`src/rtl/timer_seq_pkg.sv`:
```
// Shared types and widths for the timer sequencer: FSM state encoding and data widths.
package timer_seq_pkg;

    localparam int RELOAD_W = 32;
    localparam int COUNT_W  = 16;

    typedef enum logic [1:0] {
        ST_IDLE  = 2'd0,
        ST_ISSUE = 2'd1,
        ST_WAIT  = 2'd2,
        ST_ERROR = 2'd3
    } seq_state_e;

    function automatic bit is_pow2(input int value);
        return (value > 0) && ((value & (value - 1)) == 0);
    endfunction

endpackage

```
`src/rtl/timer_seq_if.sv`:
```
// Reload-command handshake between an upstream producer and the timer sequencer.
interface timer_seq_if;
    import timer_seq_pkg::*;

    logic                cmd_valid;
    logic [RELOAD_W-1:0] cmd_reload;
    logic                cmd_ready;

    modport master (output cmd_valid, output cmd_reload, input cmd_ready);
    modport slave  (input cmd_valid, input cmd_reload, output cmd_ready);

endinterface

```
`src/rtl/timer_seq_fifo.sv`:
```
// Show-ahead synchronous FIFO for queued reload values; flush wins over push and pop.
module timer_seq_fifo
    import timer_seq_pkg::*;
#(
    parameter int DEPTH = 4,
    parameter int WIDTH = RELOAD_W
) (
    input  logic             clk,
    input  logic             rst,
    input  logic             push,
    input  logic [WIDTH-1:0] push_data,
    input  logic             pop,
    input  logic             flush,
    output logic             full,
    output logic             empty,
    output logic [WIDTH-1:0] head
);

    localparam int PTR_W = $clog2(DEPTH);

    logic [WIDTH-1:0] mem [DEPTH];
    logic [PTR_W-1:0] wr_ptr_reg;
    logic [PTR_W-1:0] rd_ptr_reg;
    logic [PTR_W:0]   count_reg;
    logic             do_push;
    logic             do_pop;

    assign full    = (count_reg == (PTR_W + 1)'(DEPTH));
    assign empty   = (count_reg == '0);
    assign head    = mem[rd_ptr_reg];
    assign do_push = push && !full && !flush;
    assign do_pop  = pop && !empty && !flush;

    always_ff @(posedge clk or posedge rst) begin
        if (rst) begin
            wr_ptr_reg <= '0;
            rd_ptr_reg <= '0;
            count_reg  <= '0;
        end else if (flush) begin
            wr_ptr_reg <= '0;
            rd_ptr_reg <= '0;
            count_reg  <= '0;
        end else begin
            if (do_push) wr_ptr_reg <= wr_ptr_reg + 1'b1;
            if (do_pop)  rd_ptr_reg <= rd_ptr_reg + 1'b1;
            case ({do_push, do_pop})
                2'b10:   count_reg <= count_reg + 1'b1;
                2'b01:   count_reg <= count_reg - 1'b1;
                default: count_reg <= count_reg;
            endcase
        end
    end

    // Storage carries no reset so it can map onto distributed RAM.
    always_ff @(posedge clk) begin
        if (do_push) mem[wr_ptr_reg] <= push_data;
    end

endmodule

```
`src/rtl/timer_sequencer.sv`:
```
// Issues queued reload values to a downstream timer one delay at a time.
// Optional watchdog in WAIT enabled by defining TIMER_SEQ_TIMEOUT_EN.
module timer_sequencer
    import timer_seq_pkg::*;
#(
    parameter int DEPTH          = 4,
    parameter int TIMEOUT_CYCLES = 1024
) (
    input  logic                clk,
    input  logic                rst,
    timer_seq_if.slave          cmd,
    input  logic                flush,
    output logic                tmr_start,
    output logic [RELOAD_W-1:0] tmr_reload,
    input  logic                tmr_done,
    output logic                busy,
    output logic                seq_done,
    output logic [COUNT_W-1:0]  done_count,
    output logic                err
);

    if (DEPTH < 2 || DEPTH > 16 || !is_pow2(DEPTH) || TIMEOUT_CYCLES < 1) begin : g_bad_cfg
        $error("timer_sequencer: DEPTH must be a power of two in 2..16, TIMEOUT_CYCLES >= 1");
    end

    seq_state_e          state_reg, state_next;
    logic                fifo_full, fifo_empty, fifo_push, fifo_pop, fifo_flush;
    logic [RELOAD_W-1:0] fifo_head;
    logic [RELOAD_W-1:0] tmr_reload_reg;
    logic [COUNT_W-1:0]  done_count_reg;
    logic                seq_done_reg, seq_done_next;
    logic                count_inc;
    logic                wd_expired;

`ifdef TIMER_SEQ_TIMEOUT_EN
    localparam int WD_W = $clog2(TIMEOUT_CYCLES + 1);

    logic [WD_W-1:0] wd_reg;
    logic            err_reg;

    assign wd_expired = (state_reg == ST_WAIT) && !tmr_done &&
                        (wd_reg == WD_W'(TIMEOUT_CYCLES - 1));

    // Counter restarts whenever the FSM is outside WAIT, so each delay gets a full budget.
    always_ff @(posedge clk or posedge rst) begin
        if (rst) begin
            wd_reg  <= '0;
            err_reg <= 1'b0;
        end else begin
            wd_reg <= (state_reg == ST_WAIT) ? wd_reg + 1'b1 : '0;
            if (wd_expired)
                err_reg <= 1'b1;
            else if (state_reg == ST_ERROR && flush)
                err_reg <= 1'b0;
        end
    end

    assign err           = err_reg;
    assign cmd.cmd_ready = !fifo_full && (state_reg != ST_ERROR);
    assign fifo_flush    = flush || wd_expired;
`else
    assign wd_expired    = 1'b0;
    assign err           = 1'b0;
    assign cmd.cmd_ready = !fifo_full;
    assign fifo_flush    = flush;
`endif

    assign fifo_push = cmd.cmd_valid && cmd.cmd_ready;

    timer_seq_fifo #(
        .DEPTH (DEPTH),
        .WIDTH (RELOAD_W)
    ) u_fifo (
        .clk       (clk),
        .rst       (rst),
        .push      (fifo_push),
        .push_data (cmd.cmd_reload),
        .pop       (fifo_pop),
        .flush     (fifo_flush),
        .full      (fifo_full),
        .empty     (fifo_empty),
        .head      (fifo_head)
    );

    // A flush on the same edge as a would-be issue means nothing is left to issue.
    always_comb begin
        state_next    = state_reg;
        fifo_pop      = 1'b0;
        seq_done_next = 1'b0;
        count_inc     = 1'b0;
        case (state_reg)
            ST_IDLE: begin
                if (!fifo_empty && !flush) state_next = ST_ISSUE;
            end
            ST_ISSUE: begin
                fifo_pop   = 1'b1;
                state_next = ST_WAIT;
            end
            ST_WAIT: begin
                if (tmr_done) begin
                    count_inc = 1'b1;
                    if (!fifo_empty && !flush) begin
                        state_next = ST_ISSUE;
                    end else begin
                        seq_done_next = 1'b1;
                        state_next    = ST_IDLE;
                    end
                end else if (wd_expired) begin
                    state_next = ST_ERROR;
                end
            end
            ST_ERROR: begin
                if (flush) state_next = ST_IDLE;
            end
            default: state_next = ST_IDLE;
        endcase
    end

    always_ff @(posedge clk or posedge rst) begin
        if (rst) begin
            state_reg      <= ST_IDLE;
            tmr_reload_reg <= '0;
            seq_done_reg   <= 1'b0;
            done_count_reg <= '0;
        end else begin
            state_reg    <= state_next;
            seq_done_reg <= seq_done_next;
            if (state_reg == ST_ISSUE) tmr_reload_reg <= fifo_head;
            if (count_inc) done_count_reg <= done_count_reg + 1'b1;
        end
    end

    assign tmr_start  = (state_reg == ST_ISSUE);
    assign tmr_reload = tmr_start ? fifo_head : tmr_reload_reg;
    assign busy       = (state_reg != ST_IDLE);
    assign seq_done   = seq_done_reg;
    assign done_count = done_count_reg;

endmodule

```
`src/flat_wrapper.sv`:
```
// flat-port wrapper written by rule: the top's interface ports become plain ports
module timer_sequencer_flat import timer_seq_pkg::*;
#(
    parameter int DEPTH          = 4,
    parameter int TIMEOUT_CYCLES = 1024
)
  (clk, rst, flush, tmr_start, tmr_reload, tmr_done, busy, seq_done, done_count, err, cmd_cmd_valid, cmd_cmd_reload, cmd_cmd_ready);
  timer_seq_if cmd_i ();
  input  logic clk;
  input  logic rst;
  input  logic flush;
  output logic tmr_start;
  output logic [RELOAD_W-1:0] tmr_reload;
  input  logic tmr_done;
  output logic busy;
  output logic seq_done;
  output logic [COUNT_W-1:0] done_count;
  output logic err;
  input wire logic [$bits(cmd_i.cmd_valid)-1:0] cmd_cmd_valid;
  input wire logic [$bits(cmd_i.cmd_reload)-1:0] cmd_cmd_reload;
  output wire logic [$bits(cmd_i.cmd_ready)-1:0] cmd_cmd_ready;
  assign cmd_i.cmd_valid = cmd_cmd_valid;
  assign cmd_i.cmd_reload = cmd_cmd_reload;
  assign cmd_cmd_ready = cmd_i.cmd_ready;
  timer_sequencer #(.DEPTH(DEPTH), .TIMEOUT_CYCLES(TIMEOUT_CYCLES)) u_core (.clk(clk), .rst(rst), .cmd(cmd_i), .flush(flush), .tmr_start(tmr_start), .tmr_reload(tmr_reload), .tmr_done(tmr_done), .busy(busy), .seq_done(seq_done), .done_count(done_count), .err(err));
endmodule
```
`config.mk`:
```
export PLATFORM = sky130hd
export DESIGN_NAME = timer_sequencer_flat
export DESIGN_NICKNAME = d
export VERILOG_FILES = /design/src/rtl/timer_seq_pkg.sv /design/src/rtl/timer_seq_if.sv /design/src/rtl/timer_seq_fifo.sv /design/src/rtl/timer_sequencer.sv /design/src/flat_wrapper.sv
export SDC_FILE = /design/constraint.sdc
export NUM_CORES = 1
export LEC_CHECK = 0
export CORE_ASPECT_RATIO = 1.5
export CORE_UTILIZATION = 40
export DETAILED_ROUTE_END_ITERATION = 16
export GPL_ROUTABILITY_DRIVEN = 0
export HOLD_SLACK_MARGIN = 0.1
export SKIP_CTS_REPAIR_TIMING = 1
export SLEW_MARGIN = 25
export SYNTH_ARGS = -nofsm -noshare
export SYNTH_HDL_FRONTEND = slang
export SYNTH_SLANG_ARGS = --single-unit
export TNS_END_PERCENT = 1
```
`constraint.sdc`:
```
create_clock -name clk -period 2.1 [get_ports clk]
set_input_delay 0.21 -clock clk [delete_from_list [all_inputs] [get_ports clk]]
set_output_delay 0.21 -clock clk [all_outputs]
set_load 0.01 [all_outputs]
```
## Word-level counts from Yosys, hierarchy flattened

Memories as Yosys holds them, arrays and structs flattened.
Index checks and enable logic that the tools add are counted.

- Bits in registers: 58
- Memory bits (writable): 128
- Output and inout bits: 53
- Logic and storage cells: 58
- Memories kept: 1

Memory list:

| name | depth | bits a word | rd ports | clocked after memory_dff | write ports | line | source |
|---|---|---|---|---|---|---|---|
| u_core.u_fifo.mem | 4 | 32 | 1 | 0 | 1 | timer_seq_fifo.sv:21 | `logic [WIDTH-1:0] mem [DEPTH];` |

- Add/sub/neg operators: 5
- Eq/ne operators: 9
- Mux-type cells: 20
- Reductions and logical operators: 16

Operator list:

| cell | count |
|---|---|
| $mux W32 | 1 |
| $add A16 B1 Y16 const B | 1 |
| $mux W2 | 7 |
| $mux W1 | 9 |
| $pmux W2 S4 | 1 |
| $eq A2 B2 Y1 const B | 3 |
| $logic_and A1 B1 Y1 | 6 |
| $pmux W3 S2 | 1 |
| $reduce_bool A2 Y1 | 3 |
| $add A2 B1 Y2 const B | 2 |
| $eq A2 B1 Y1 const B | 2 |
| $ne A2 B2 Y1 const B | 2 |
| $add A3 B1 Y3 const B | 1 |
| $eq A3 B3 Y1 const B | 1 |
| $logic_not A1 Y1 | 3 |
| $logic_not A3 Y1 | 1 |
| $mux W3 | 1 |
| $reduce_and A3 Y1 | 1 |
| $reduce_bool A3 Y1 | 1 |
| $sub A3 B1 Y3 const B | 1 |
| $logic_not A2 Y1 | 1 |
| $ne A2 B1 Y1 const B | 1 |

## Longest topological paths before layout

Gate-level depths: netlist of run 1.

- Depth after elaboration: 8
- Mapped depth: 8
- Gate-level depth less buffers: 7

## Modules after synthesis

Synthesis of run 1 repeated with hierarchy kept, for this count alone.

- Cells, all modules: 381
- Area total of the unflattened synthesis: 7272.0 µm²

By module, submodules not included:

| module | times used | cells each | area an instance (µm²) | sequential area each (µm²) |
|---|---|---|---|---|
| timer_seq_fifo | 1 | 235 | 5215.0 | 4018.9 |
| timer_sequencer | 1 | 146 | 2057.0 | 1276.2 |

## Worst setup path after synthesis of run 1

Ideal clock, no wire load.

- Kind: register to register
- Start: register u_core.u_fifo.count_reg[0]
- End: register u_core.u_fifo.count_reg[2]
- Arrival time: 2.080 ns
- Required time: 1.972 ns
- Slack: -0.107 ns
- Cell stages (with the launch flop): 8
- Period minus slack after synthesis: 2.207 ns
- Cell sequence: dfrtp_1 -> or3_1 -> nand2_1 -> nor3b_1 -> fa_1 -> and3_1 -> a32oi_1 -> mux2_1

- Longest elaborated chain between the ends: 8
- Elaborated cells on any way between the ends: 16

Ends and longest elaborated chain:

| item | line | source |
|---|---|---|
| from (decl) | timer_seq_fifo.sv:24 | `logic [PTR_W:0] count_reg;` |
| from (signal assigned) | timer_seq_fifo.sv:47 | `2'b10: count_reg <= count_reg + 1'b1;` |
| from (signal assigned) | timer_seq_fifo.sv:48 | `2'b01: count_reg <= count_reg - 1'b1;` |
| from (signal assigned) | timer_seq_fifo.sv:49 | `default: count_reg <= count_reg;` |
| $eq A3 B3 Y1 | timer_seq_fifo.sv:28 | `assign full = (count_reg == (PTR_W + 1)'(DEPTH));` |
| $logic_not A1 Y1 | timer_seq_fifo.sv:31, timer_sequencer.sv:64 |  |
| $logic_and A1 B1 Y1 | timer_sequencer.sv:68 | `assign fifo_push = cmd.cmd_valid && cmd.cmd_ready;` |
| $logic_and A1 B1 Y1 (2 in series) | timer_seq_fifo.sv:31 | `assign do_push = push && !full && !flush;` |
| $eq A2 B1 Y1 or $eq A2 B2 Y1 (tied branches) | timer_seq_fifo.sv:46 | `case ({do_push, do_pop})` |
| $pmux W3 S2 | timer_seq_fifo.sv:46 |  |
| $mux W3 | timer_seq_fifo.sv:39 | `end else if (flush) begin` |

Parallel ways exist; a longest one is shown, timed or not.
A chain may end at the register's enable or synchronous reset.

## Worst setup path in the final report of run 1

- Start: register u_core.u_fifo.rd_ptr_reg[0]
- End: output port tmr_reload[9]

- Longest elaborated chain between the ends: 2

Ends and longest elaborated chain:

| item | line | source |
|---|---|---|
| from (decl) | timer_seq_fifo.sv:23 | `logic [PTR_W-1:0] rd_ptr_reg;` |
| from (signal assigned) | timer_seq_fifo.sv:45 | `if (do_pop) rd_ptr_reg <= rd_ptr_reg + 1'b1;` |
| $mem_v2 Z4 W32 | n/a |  |
| $mux W32 | n/a |  |
| to (decl) | flat_wrapper.sv:13 | `output logic [RELOAD_W-1:0] tmr_reload;` |

No other way between the ends.

==> flow_summary.toml, run 1 <==
[worst_setup_path]
slowest_delay_ns = 0.52
start_kind = "flip-flop"
end_kind = "output port"
cpMaxStageDelayCell = "mux4_2"
path_buf_inv = 3
ff2ff_setup_slack_ns = -0.01
cp_max_fo = 8
critPathArrivalTime_ns = 2.01
cp_common_cell = "buf_12"
worstPathCellList = "buf_12, buf_12, mux4_2, mux2_4, buf_6"
path_delay_family = "multiplexers"
criticalPathCategory = "flip-flop to output port"
cp_data_required_time_ns = 1.89

[clocking]
numCtsBuffers = 17
cts_tree = "built"
clkSinkCount = 186
clk_latency_ns = 0.42
cts_root_buf = "clkbuf_16"
cts.reportedPaths.clkPinSlew_ns = 0.07
h-tree-depth = 4
clock_path_buffers = 2

[drt]
vias_per_cell = 5.14
drt_iter0_markers = 212
drt-total-wl_um = 14000
vias = 3695
routedWlPerCell_um = 19.4
drc = 18
ant_nets = 0
first_pass_iters = 10

[power_and_ir_drop]
ir_drop_mv = 0.641
p_total_w = 0.0109
p_leak_nw = 3.43
power_density_nw_per_um2 = 1180

[status]
violations = "design-rule violations, negative setup slack"
status = "finished, violations left"

[placed_design]
io_buffers = 88
place_inst = 683
placed_cell_area_um2 = 8620
hpwlAfterDp_um = 8660

[global_routing]
grt_pass1_wl_um = 21800
antenna_found_initial = 0
grt_start_max_net_pins = 59
grt.total_usage = 0.162
grt_pass1_vias = 4021
grt_overflow = 0

[finish]
final_cells = 719
fin_area_um2 = 9250
fin_nets = 536
finish.utilization = 0.531
drive_gt1_frac = 0.348
final_common_cell = "edfxtp_1"
layout_common_cells = "edfxtp_1 (128), dfrtp_1 (56), clkdlybuf4s50_1 (55)"
multiInputGateArea_um2 = 1870
antenna_cells = 0
fillers = 1425
ff_latch_area_um2 = 5300
largest_register_ffs = 128
area_delta_synth_final_pct = 29.7

[die]
die_y_um = 166
rows = 59
die_area_um2 = 18400
start_util = 0.409
pin_count = 90
core_area_um2 = 17400
die_w_um = 111

[synthesis]
syn_nets = 410
ys_seq_elements = 186
yosysWarnings = 0
avgSynthCellArea_um2 = 19.4
synth_cells = 367
yosys.area.top_type = "edfxtp_1"
yosys-top-cells-area = "edfxtp_1 (54%), dfrtp_1 (20%), mux4_2 (10%), mux2_2 (5.2%), xnor2_1 (1.5%)"
synth_top_area_frac = 0.539
synth_area_um2 = 7130
synth-seq-area-share = 0.743
ys_types = 38

[sta]
setup_viol_count_final = 33
clock_skew_ns = 0.0149
max_freq_mhz = 450
setup_ws_ns = -0.122
min_period_over_period = 1.06
timing.final.crit_period_ns = 2.22
hold_slack_ns = 0.161
slew_viol_final = 0
hold_viol = 0
rsz0062_at_grt = "yes"

[worst_hold_path]
hold_class = "input pin to asynchronous set/reset pin"

[job]
cap_violations = 0
per-stage QoR:
stage	TNS [ns]	setup WS [ns]
6_report	-2.83	-0.122
5_1_grt	-5.24	-0.196
4_1_cts	-15.33	-0.513
3_5_place_dp	-0.651	-0.0733
3_3_place_gp	-0.271	-0.0372
2_1_floorplan	0	0.00541
Yosys cell counts:
master    instances
edfxtp_1        128
buf_2             4
or4_4             1
mux2_2           33
inv_1             5
mux2i_1           1
conb_1            1
nor3_1            3
or3b_1            1
nand4_1           3
mux2_1            1
mux4_2           32
a32oi_1           1
or3_1             1
and4_1            1
clkbuf_1          6
xnor2_1          12
ha_1              5
buf_1             3
xor2_1            7
o21ai_0           1
and2_1            4
nor3b_1           1
and3_1            1
dfrtp_1          58
or2_2             2
nand3b_4          1
or2b_1            1
nor2b_1           3
nand3_1           7
buf_6             1
nor2_1           12
fa_1              1
nor4_4            1
nand2_1          19
buf_4             1
a21oi_1           3
and2b_2           1
worst paths after layout:
kind | endpoint | depth (start not counted) | start
worst max-delay path | tmr_reload[9] | 5 | u_core.u_fifo.rd_ptr_reg[0]
worst min-delay path | u_core.tmr_reload_reg[27] | 3 | rst
worst max register to register | u_core.u_fifo.count_reg[2] | 7 | u_core.u_fifo.count_reg[1]
worst min register to register | u_core.done_count[15] | 1 | u_core.done_count[15]
max in group asynchronous | u_core.u_fifo.rd_ptr_reg[0] | 3 | rst
min in group clk | u_core.u_fifo.mem[3][10] | 1 | cmd_cmd_reload[10]
metal layers:
| layer | share of wire | routed length (um) | global-route usage | up-vias |
|---|---|---|---|---|
| met4 | 0.011 | 153 | 0.0704 | 0 |
| li1 | - | - | - | 1655 |
| met5 | 0 | 0 | 0 | - |
| met2 | 0.54 | 7610 | 0.291 | 79 |
| met1 | 0.40 | 5650 | 0.181 | 1948 |
| met3 | 0.039 | 547 | 0.0420 | 13 |
worst register-to-register path, delay by kind of cell, from the launching register on:
family	cells	cell delay, ns
and+or+nand+nor	4	0.71
adders and majority gates	1	0.34
muxes	1	0.34
AOI/OAI and AO/OA	1	0.17
DFF	1	0.43
final cells by class:
class,instances,share of cell area
multi-input combinational,161,0.202
timing repair buffer,122,0.133
tap,213,0.0288
clock buffer,22,0.0480
inverter,5,0.00203
clock inverter,10,0.0129
sequential,186,0.573
power by group:
part           total [W]  internal [W]  switching, W  leakage (nW)
registers        0.00465       0.00445      0.000194          1.89
logic            0.00318       0.00177       0.00141          1.27
clock network    0.00307       0.00176       0.00131         0.267
total             0.0109       0.00798       0.00291          3.43
logic make-up after synthesis:
kind of cell             Yosys count  share of synthesized area
AO/OA/AOI/OAI                      5                    0.00404
buffers and inverters             20                     0.0128
XOR/XNOR                          19                     0.0233
multiplexers                      67                      0.156
flip-flops                       186                      0.743
AND/OR/NAND/NOR                   63                     0.0488
adder cells (fa/ha/maj)            6                     0.0116
other                              1                   0.000526
Note: power is estimated with default switching activity, not from simulation.
==> run 2, diff against run 1 <==
--- a/config.mk
+++ b/config.mk
@@ -5,6 +5,7 @@
 export SDC_FILE = /design/constraint.sdc
 export NUM_CORES = 1
 export LEC_CHECK = 0
+export CAP_MARGIN = 20
 export CORE_ASPECT_RATIO = 1.5
 export CORE_UTILIZATION = 40
 export DETAILED_ROUTE_END_ITERATION = 16
==> results of run 2 <==
Same layout as run 1: the final DEF is identical, and so are final timing and power.
==> run 3, diff against run 2 <==
--- a/config.mk
+++ b/config.mk
@@ -7,10 +7,11 @@
 export LEC_CHECK = 0
 export CAP_MARGIN = 20
 export CORE_ASPECT_RATIO = 1.5
-export CORE_UTILIZATION = 40
+export CORE_UTILIZATION = 45
 export DETAILED_ROUTE_END_ITERATION = 16
 export GPL_ROUTABILITY_DRIVEN = 0
 export HOLD_SLACK_MARGIN = 0.1
+export PLACE_DENSITY = 0.67
 export SKIP_CTS_REPAIR_TIMING = 1
 export SLEW_MARGIN = 25
 export SYNTH_ARGS = -nofsm -noshare
==> constraint.sdc (replaced) <==
create_clock -name clk -period 2.51 [get_ports clk]
set_input_delay 0.251 -clock clk [delete_from_list [all_inputs] [get_ports clk]]
set_output_delay 0.251 -clock clk [all_outputs]
set_load 0.01 [all_outputs]
==> run 3 against run 2 <==
Compared with the run above: the run ends with negative setup slack left; sequential share of layout area up 0.78 points; non-clock buffer count down 14; critical path type unchanged; clock power down 11%; critical path depth down 1; die area down 11%; critical endpoint is now tmr_reload[24]; routed wire length down 6.9%; worst setup slack better by 0.033 ns; hold slack better by 0.00073 ns; register-to-register slack better by 0.16 ns; largest cell class unchanged.
==> flow_summary.toml, run 3 (synthesized netlist as in run 1, its figures left out) <==
[status]
status = "finished, violations left"
violations = "negative setup slack"

[finish]
drive_gt1_frac = 0.264
layout_common_cells = "edfxtp_1 (128), clkdlybuf4s50_1 (61), dfrtp_1 (56)"
area_delta_synth_final_pct = 28.0
fin_nets = 522
fin_area_um2 = 9130
final_common_cell = "edfxtp_1"
multiInputGateArea_um2 = 1750
largest_register_ffs = 128
ff_latch_area_um2 = 5300
antenna_cells = 0
fillers = 1223
finish.utilization = 0.587

[placed_design]
io_buffers = 88
placed_cell_area_um2 = 8400
post-place-ws_ns = 0.208
hpwlAfterDp_um = 8300

[sta]
hold_slack_ns = 0.162
min_period_over_period = 1.04
max_freq_mhz = 385
rsz0062_at_grt = "yes"
tightestPinTransition_ns = 0.489
setup_ws_ns = -0.0890
timing.final.crit_period_ns = 2.60
slew_headroom = 0.672
hold_viol = 0
clock_skew_ns = 0.0156
slew_viol_final = 0
setup_viol_count_final = 5

[worst_setup_path]
cp_data_required_time_ns = 2.26
start_kind = "flip-flop"
critPathArrivalTime_ns = 2.35
cp_max_fo = 5
end_kind = "output port"
criticalPathCategory = "flip-flop to output port"
r2r-start = "u_core.state_reg[1]"
crit_start = "u_core.u_fifo.rd_ptr_reg[0]"

[power_and_ir_drop]
p_leak_nw = 3.50
ir_drop_mv = 0.491
power_density_nw_per_um2 = 993

[die]
die_w_um = 105
core_area_um2 = 15600
pin_count = 90
die_y_um = 156
start_util = 0.458
die_area_um2 = 16400
rows = 56

[global_routing]
grt.total_usage = 0.174
grt_overflow = 0
antenna_found_initial = 0
grt_start_max_net_pins = 42
grt_pass1_vias = 3920
grt_pass1_wl_um = 21000

[clocking]
cts.reportedPaths.clkPinSlew_ns = 0.08
clock_path_buffers = 2
cts_tree = "built"
numCtsBuffers = 17
h-tree-depth = 4
cts_root_buf = "clkbuf_16"
clkSinkCount = 186
clk_latency_ns = 0.43

[drt]
vias = 3609
first_pass_iters = 6
ant_nets = 0
vias_per_cell = 5.19
drt_iter0_markers = 199
drt-total-wl_um = 13000
routedWlPerCell_um = 18.7
drc = 0

[job]
cap_violations = 0

[worst_hold_path]
hold_class = "input pin to asynchronous set/reset pin"
[run 3: cell count changes in the layout (fill, tap and decap cells not counted), sizes merged]
cell           change
inv                +5
clkdlybuf4s50      +6
clkinv             +3
clkbuf            -36
clkinvlp           -2
bufinv             -1
buf               -15
dlymetal6s2s      +26
[run 3: final cells by class]
type | instances | share of cell area
Sequential cell | 186 | 0.581
Tap cell | 203 | 0.0278
Inverter | 5 | 0.00206
Timing Repair Buffer | 108 | 0.129
Clock inverter | 15 | 0.0219
Multi-Input combinational cell | 161 | 0.192
Clock buffer | 17 | 0.0466
[run 3: power by group]
group	leakage (nW)	switching (W)	internal (W)
sequential	1.89	0.000175	0.00372
combinational	1.31	0.00103	0.00141
clock	0.305	0.00128	0.00145
total	3.50	0.00249	0.00658
[run 3: worst max-delay path, stage by stage (launching register included)]
cell and delay, ns:
dfrtp_2 0.43, buf_4 0.20, mux4_2 0.53, mux2_2 0.29
clkdlybuf4s50_1 0.48
[run 3: final timing paths]
kind / cells after the start / slack, ns / end
setup / recovery: 4 / -0.09 / tmr_reload[24]
max in group asynchronous: 3 / 1.72 / u_core.u_fifo.rd_ptr_reg[1]
min in group clk: 1 / 0.45 / u_core.u_fifo.mem[0][13]
hold / removal: 2 / 0.16 / u_core.tmr_reload_reg[20]
hold reg to reg: 1 / 0.48 / u_core.done_count[15]
setup reg to reg: 8 / 0.15 / u_core.u_fifo.count_reg[2]
[run 3: stage by stage]
step,total power [W],cells,TNS (ns)
final,0.00907,695,-0.369
after global routing,0.00950,695,-0.859
after CTS,0.00923,693,-5.53
after detailed placement,0.00649,661,0
after global placement,0.00645,661,0
after floorplan,0.00523,367,0
[run 3: per-layer routing]
layer / global-route usage / vias up / routed length (um)
met3: 0.0451 / 13 / 418
met5: 0 / - / 0
li1: - / 1629 / -
met2: 0.313 / 83 / 7060
met4: 0.0644 / 0 / 86
met1: 0.201 / 1884 / 5440
